File: src/rtl/mmio_uart_tx_if.sv
// Store/load bus between the CPU data-memory port and the UART transmitter.
interface mmio_uart_tx_if;
  logic        we;
  logic        re;
  logic [3:0]  addr;
  logic [31:0] wd;
  logic [31:0] rd;

  modport master (output we, re, addr, wd, input rd);
  modport slave  (input we, re, addr, wd, output rd);
endinterface

File: src/rtl/mmio_uart_tx.sv
// Memory-mapped 8N1 UART transmitter with a small TX FIFO, status/ctrl registers and irq.
// Define IRDA_SIR_EN to add the irda_tx output (IrDA SIR pulse encoder on the same bit stream).
module mmio_uart_tx #(
  parameter int CLK_DIV    = 16,
  parameter int FIFO_DEPTH = 4
) (
  input  logic           clk,
  input  logic           reset,
  mmio_uart_tx_if.slave  bus,
  output logic           tx,
  output logic           irq
`ifdef IRDA_SIR_EN
  ,
  output logic           irda_tx
`endif
);

  localparam int PW = (FIFO_DEPTH > 1) ? $clog2(FIFO_DEPTH) : 1;
  localparam int CW = $clog2(FIFO_DEPTH + 1);
  localparam int BW = $clog2(CLK_DIV);
  localparam logic [BW-1:0] BAUD_LAST = BW'(CLK_DIV - 1);
  localparam logic [CW-1:0] COUNT_FULL = CW'(FIFO_DEPTH);

  typedef enum logic [1:0] {IDLE, START, DATA, STOP} state_t;

  state_t        state_reg, state_next;
  logic [BW-1:0] baud_reg, baud_next;
  logic [2:0]    bit_reg, bit_next;
  logic [7:0]    shift_reg, shift_next;

  logic [7:0]    fifo_mem [FIFO_DEPTH];
  logic [PW-1:0] wr_ptr_reg, rd_ptr_reg;
  logic [CW-1:0] count_reg;
  logic          enable_reg, overflow_reg, irq_reg;

  logic wr_txdata, wr_status, wr_ctrl;
  logic push, push_ok, pop;
  logic full, empty, busy, baud_done;
  logic [3:0] status_count;
  logic unused_bits;

  assign wr_txdata = bus.we && (bus.addr[3:2] == 2'd0);
  assign wr_status = bus.we && (bus.addr[3:2] == 2'd1);
  assign wr_ctrl   = bus.we && (bus.addr[3:2] == 2'd2);

  assign full      = (count_reg == COUNT_FULL);
  assign empty     = (count_reg == '0);
  assign busy      = (state_reg != IDLE);
  assign baud_done = (baud_reg == BAUD_LAST);
  assign push      = wr_txdata;
  // A push into a full FIFO still lands when the shifter frees a slot on the same edge.
  assign push_ok   = push && (!full || pop);

  assign status_count = 4'(count_reg);
  assign unused_bits  = ^{bus.addr[1:0], bus.wd[31:8]};

  // Next-state logic for the shifter; pops happen only from IDLE or at the end of STOP.
  always_comb begin
    state_next = state_reg;
    baud_next  = baud_reg;
    bit_next   = bit_reg;
    shift_next = shift_reg;
    pop        = 1'b0;
    case (state_reg)
      IDLE: begin
        if (enable_reg && !empty) begin
          pop        = 1'b1;
          shift_next = fifo_mem[rd_ptr_reg];
          baud_next  = '0;
          bit_next   = '0;
          state_next = START;
        end
      end
      START: begin
        baud_next = baud_reg + BW'(1);
        if (baud_done) begin
          baud_next  = '0;
          bit_next   = '0;
          state_next = DATA;
        end
      end
      DATA: begin
        baud_next = baud_reg + BW'(1);
        if (baud_done) begin
          baud_next  = '0;
          shift_next = {1'b0, shift_reg[7:1]};
          if (bit_reg == 3'd7) begin
            state_next = STOP;
          end else begin
            bit_next = bit_reg + 3'd1;
          end
        end
      end
      STOP: begin
        baud_next = baud_reg + BW'(1);
        if (baud_done) begin
          baud_next = '0;
          bit_next  = '0;
          if (enable_reg && !empty) begin
            pop        = 1'b1;
            shift_next = fifo_mem[rd_ptr_reg];
            state_next = START;
          end else begin
            state_next = IDLE;
          end
        end
      end
      default: begin
        state_next = IDLE;
      end
    endcase
  end

  always_ff @(posedge clk or posedge reset) begin
    if (reset) begin
      state_reg <= IDLE;
      baud_reg  <= '0;
      bit_reg   <= '0;
      shift_reg <= '0;
    end else begin
      state_reg <= state_next;
      baud_reg  <= baud_next;
      bit_reg   <= bit_next;
      shift_reg <= shift_next;
    end
  end

  always_ff @(posedge clk or posedge reset) begin
    if (reset) begin
      wr_ptr_reg <= '0;
      rd_ptr_reg <= '0;
      count_reg  <= '0;
    end else begin
      if (push_ok) begin
        wr_ptr_reg <= wr_ptr_reg + PW'(1);
      end
      if (pop) begin
        rd_ptr_reg <= rd_ptr_reg + PW'(1);
      end
      if (push_ok && !pop) begin
        count_reg <= count_reg + CW'(1);
      end else if (!push_ok && pop) begin
        count_reg <= count_reg - CW'(1);
      end
    end
  end

  // Storage has no reset; stale entries are never read because count gates every pop.
  always_ff @(posedge clk) begin
    if (push_ok) begin
      fifo_mem[wr_ptr_reg] <= bus.wd[7:0];
    end
  end

  always_ff @(posedge clk or posedge reset) begin
    if (reset) begin
      enable_reg   <= 1'b0;
      overflow_reg <= 1'b0;
      irq_reg      <= 1'b0;
    end else begin
      if (wr_ctrl) begin
        enable_reg <= bus.wd[0];
      end
      if (push && full && !pop) begin
        overflow_reg <= 1'b1;
      end else if (wr_status && bus.wd[3]) begin
        overflow_reg <= 1'b0;
      end
      irq_reg <= enable_reg && empty && (state_reg == IDLE);
    end
  end

  always_comb begin
    bus.rd = '0;
    if (bus.re) begin
      case (bus.addr[3:2])
        2'd1:    bus.rd = {24'b0, status_count, overflow_reg, busy, empty, full};
        2'd2:    bus.rd = {31'b0, enable_reg};
        default: bus.rd = '0;
      endcase
    end
  end

  // tx is decoded straight from state so an asynchronous reset forces it high at once.
  assign tx  = (state_reg == START) ? 1'b0 :
               (state_reg == DATA)  ? shift_reg[0] : 1'b1;
  assign irq = irq_reg;

`ifdef IRDA_SIR_EN
  localparam logic [BW-1:0] IRDA_WIDTH = BW'(3 * CLK_DIV / 16);

  assign irda_tx = ((state_reg == START) || ((state_reg == DATA) && !shift_reg[0]))
                   && (baud_reg < IRDA_WIDTH);
`endif

endmodule

File: src/flat_wrapper.sv
// flat-port wrapper written by rule: the top's interface ports become plain ports
module mmio_uart_tx_flat 
#(
  parameter int CLK_DIV    = 16,
  parameter int FIFO_DEPTH = 4
)
  (clk, reset, tx, irq, bus_we, bus_re, bus_addr, bus_wd, bus_rd);
  mmio_uart_tx_if bus_i ();
  input  logic clk;
  input  logic reset;
  output logic tx;
  output logic irq;
  input wire logic [$bits(bus_i.we)-1:0] bus_we;
  input wire logic [$bits(bus_i.re)-1:0] bus_re;
  input wire logic [$bits(bus_i.addr)-1:0] bus_addr;
  input wire logic [$bits(bus_i.wd)-1:0] bus_wd;
  output wire logic [$bits(bus_i.rd)-1:0] bus_rd;
  assign bus_i.we = bus_we;
  assign bus_i.re = bus_re;
  assign bus_i.addr = bus_addr;
  assign bus_i.wd = bus_wd;
  assign bus_rd = bus_i.rd;
  mmio_uart_tx #(.CLK_DIV(CLK_DIV), .FIFO_DEPTH(FIFO_DEPTH)) u_core (.clk(clk), .reset(reset), .bus(bus_i), .tx(tx), .irq(irq));
endmodule
File: config.mk
export PLATFORM = sky130hd
export DESIGN_NAME = mmio_uart_tx_flat
export DESIGN_NICKNAME = d
export VERILOG_FILES = /design/src/rtl/mmio_uart_tx_if.sv /design/src/rtl/mmio_uart_tx.sv /design/src/flat_wrapper.sv
export SDC_FILE = /design/constraint.sdc
export NUM_CORES = 1
export LEC_CHECK = 0
export ABC_CLOCK_PERIOD_IN_PS = 2900
export CELL_PAD_IN_SITES_DETAIL_PLACEMENT = 1
export CELL_PAD_IN_SITES_GLOBAL_PLACEMENT = 1
export CORE_MARGIN = 8
export CORE_UTILIZATION = 39
export DETAILED_ROUTE_END_ITERATION = 10
export PLACE_DENSITY = 0.78
export SYNTH_ARGS = -nofsm -noshare
export SYNTH_HDL_FRONTEND = slang
export SYNTH_SLANG_ARGS = --single-unit
File: constraint.sdc
create_clock -name clk -period 2.9 [get_ports clk]
set_clock_uncertainty 0.1 [all_clocks]
set_input_delay 0.29 -clock clk [delete_from_list [all_inputs] [get_ports clk]]
set_output_delay 0.29 -clock clk [all_outputs]
set_load 0.005 [all_outputs]
==> implementation parameters <==
Parameter                              Value

Timing
  Hold Vio Cnt, Final    0
  Peak clock frequency supported by timing    377 MHz
  Final period utilization    0.914
  Crit path time final    2650 ps
  Max-Slew Margin vs Limit    0.592
  Unrepaired setup endpoints after global routing    no
  Actual slew at the worst max-slew pin    612 ps
  Setup violations, final    0
  Worst-case hold slack    244 ps
  Setup tns final    0 ps
  Max-slew violations    0

Global route
  Overall global routing resource usage    0.117
  First-pass GRT wire length    9.30 mm
  Pin count of the biggest net entering global routing    28
  Via count of the first global-routing pass    1886
  Overflow left after global routing    0
  Antenna violations before repair    0

Final layout
  Final standard cell count with taps included and fillers excluded    371
  Area growth from synthesis to layout    15.4%
  ANT cells    0
  Final net count    321
  Post-route cell area    0.00344 sq mm
  Most frequent cells in the layout    sky130_fd_sc_hd__edfxtp_1 (32), sky130_fd_sc_hd__dfrtp_1 (27), sky130_fd_sc_hd__conb_1 (25)
  Fraction of layout instances using a drive strength above 1    0.126
  Max reg flops    32
  Most frequent standard cell in the layout excluding fill and tap cells    sky130_fd_sc_hd__edfxtp_1

Yosys
  Yosys cell types    42
  Number of synthesis warnings    0
  Proportion of synthesized chip area in sequential cells    0.549
  Post-synthesis average cell area    12.7 sq um
  Cell type with the largest total area after synthesis    sky130_fd_sc_hd__edfxtp_1
  Post-Synthesis Cells    234
  Syn Std Cell Area    0.00298 sq mm
  Seq cells post-synth    59
  Leading post-synthesis cells by cell area    sky130_fd_sc_hd__edfxtp_1 (32%), sky130_fd_sc_hd__dfrtp_1 (23%), sky130_fd_sc_hd__ha_1 (6.7%)
  Share of the synthesized area in the top cell type    0.322

Die
  Count of standard-cell rows    32
  Placeable core region    0.00757 sq mm
  Die height    103 microns
  I/O pin count    74
  Initial standard-cell utilization of the core    0.394
  Die Footprint    0.0107 sq mm
  Die W    103 microns

CTS
  Clk sink count    59
  Worst-case clock buffer depth    2
  Clock tree from TritonCTS    done
  Post-CTS resize count    0
  Clock Pin Slew Worst Setup and Hold Paths    70 ps
  H-tree depth    3
  Clock insertion delay at the later pin of the skew report    330 ps
  Root buffer cell    sky130_fd_sc_hd__clkbuf_8
  Number of CTS-inserted buffers    9

Worst setup path
  Register-to-register setup slack    250 ps
  Bufs and invs on worst path    2
  Critical path's top delay family    adder cells
  Kind of end point of the critical path    flip-flop
  Critical path required time    3050 ps
  CP startpoint kind    flip-flop
  Critical-path maximum fanout    4
  Worst path cell trace    inv_1, ha_1, o311a_4, nor2_4, ha_1, inv_1, fa_1, xor2_1, nor2_1, xor2_1
  Slowest stage delay, CP    410 ps
  Slowest cell on the critical path    sky130_fd_sc_hd__dfrtp_1
  Arrival time worst endpoint    2800 ps
  Category of the critical setup timing path    reg -> reg

Detailed routing
  Post-route ant nets    0
  Total wire length    5.63 mm
  Drt first-iter violations    87
  Post-detailed-route DRC marker count    0
  DR vias/cell    4.77
  Vias after detailed routing    1771
  First drt pass iteration count    4
  Routed wirelength normalized by instance count    15.2 microns

Power
  Power consumption    0.00310 W
  Static Leak    1.39 nW
  Peak supply drop    0.372 mV
  Power Density    903 mW/mm^2

Status
  Result of the run    complete, no violations

Place
  Routability-driven placement congestion ratio    0.710
  Number of placed cells counting well taps    354
  HPWL after detailed placement    4.07 mm
  Placed cell area    0.00322 sq mm
  Input/output buffers    22

Job
  Number of violations of the max-capacitance limit    0

Hold path
  Worst hold path type    in -> async
routing by layer:
| metal | routed length (microns) | track usage | up-vias | share of wire |
|---|---|---|---|---|
| met1 | 2490 | 0.137 | 878 | 0.44 |
| li1 | - | - | 845 | - |
| met2 | 2750 | 0.189 | 39 | 0.49 |
| met5 | 0 | 0 | - | 0 |
| met4 | 85 | 0.0567 | 0 | 0.015 |
| met3 | 297 | 0.0388 | 9 | 0.053 |
cell usage after synthesis (all sizes together):
cell,n
edfxtp,32
buf,30
dfrtp,27
nand2,22
o21ai,22
ha,16
inv,12
mux4,8
mux2i,7
nor2,7
and2,6
and3,5
nand3,4
a21oi,3
mux2,3
nand2b,3
xnor2,3
xor2,3
nor3,2
o31a,2
or2,2
a21o,1
a222oi,1
a32o,1
a32oi,1
a41oi,1
and4b,1
clkbuf,1
conb,1
fa,1
nand4,1
nor4,1
o221ai,1
o2bb2ai,1
o311a,1
o31ai,1
through the flow:
| step | worst slack, ps | util |
|---|---|---|
| global placement | 213 | 0.426 |
| detailed placement | 130 | 0.426 |
| finish | 251 | 0.455 |
| global route | 124 | 0.455 |
| CTS | 96.7 | 0.454 |
| floorplan | 387 | - |
logic make-up after synthesis:
| kind of cell | share of synthesized area |
|---|---|
| flops | 0.549 |
| other cells | 0.00126 |
| compound gates | 0.0848 |
| simple gates | 0.0902 |
| fa+ha+maj | 0.0739 |
| xor+xnor | 0.0176 |
| mux | 0.0953 |
| buf+inv | 0.0881 |
power breakdown:
| group | leakage [nW] | total [W] | internal (W) | switching (W) |
|---|---|---|---|---|
| clock network | 0.101 | 0.000794 | 0.000476 | 0.000318 |
| registers | 0.628 | 0.00130 | 0.00108 | 0.000222 |
| logic | 0.658 | 0.00101 | 0.000495 | 0.000517 |
cell type report:
| type | count | area, sq um |
|---|---|---|
| Multi-Input combinational cell | 156 | 1170 |
| Fill cell | 794 | 4130 |
| Timing Repair Buffer | 26 | 250 |
| Clock buffer | 10 | 128 |
| Tap cell | 102 | 128 |
| Clock inverter | 6 | 80.1 |
| Inverter | 12 | 45.0 |
| Sequential cell | 59 | 1640 |
worst paths after layout:
path,start,end,cells after the start
max,u_core.state_reg[0]$_DFFE_PP0P_,u_core.count_reg[2]$_DFFE_PP0P_,10
min,reset,u_core.bit_reg[0]$_DFFE_PP0P_,3
min in group clk,u_core.shift_reg[5]$_DFFE_PP0P_,u_core.shift_reg[5]$_DFFE_PP0P_,2
min reg2reg,u_core.shift_reg[5]$_DFFE_PP0P_,u_core.shift_reg[5]$_DFFE_PP0P_,2
max reg2reg,u_core.state_reg[0]$_DFFE_PP0P_,u_core.count_reg[2]$_DFFE_PP0P_,10
max in group asynchronous,reset,u_core.overflow_reg$_DFFE_PP0P_,3
tightest hold or removal path: cells and delay by family:
family                 cells  cell delay (ps)
buffers and inverters      3              790
what timing repair did:
action	4_1_cts	5_1_grt
buffers inserted	0	1
hold buffers	0	0
endpoints found under the setup margin	0	1
Power figures use the tool's default switching activity.
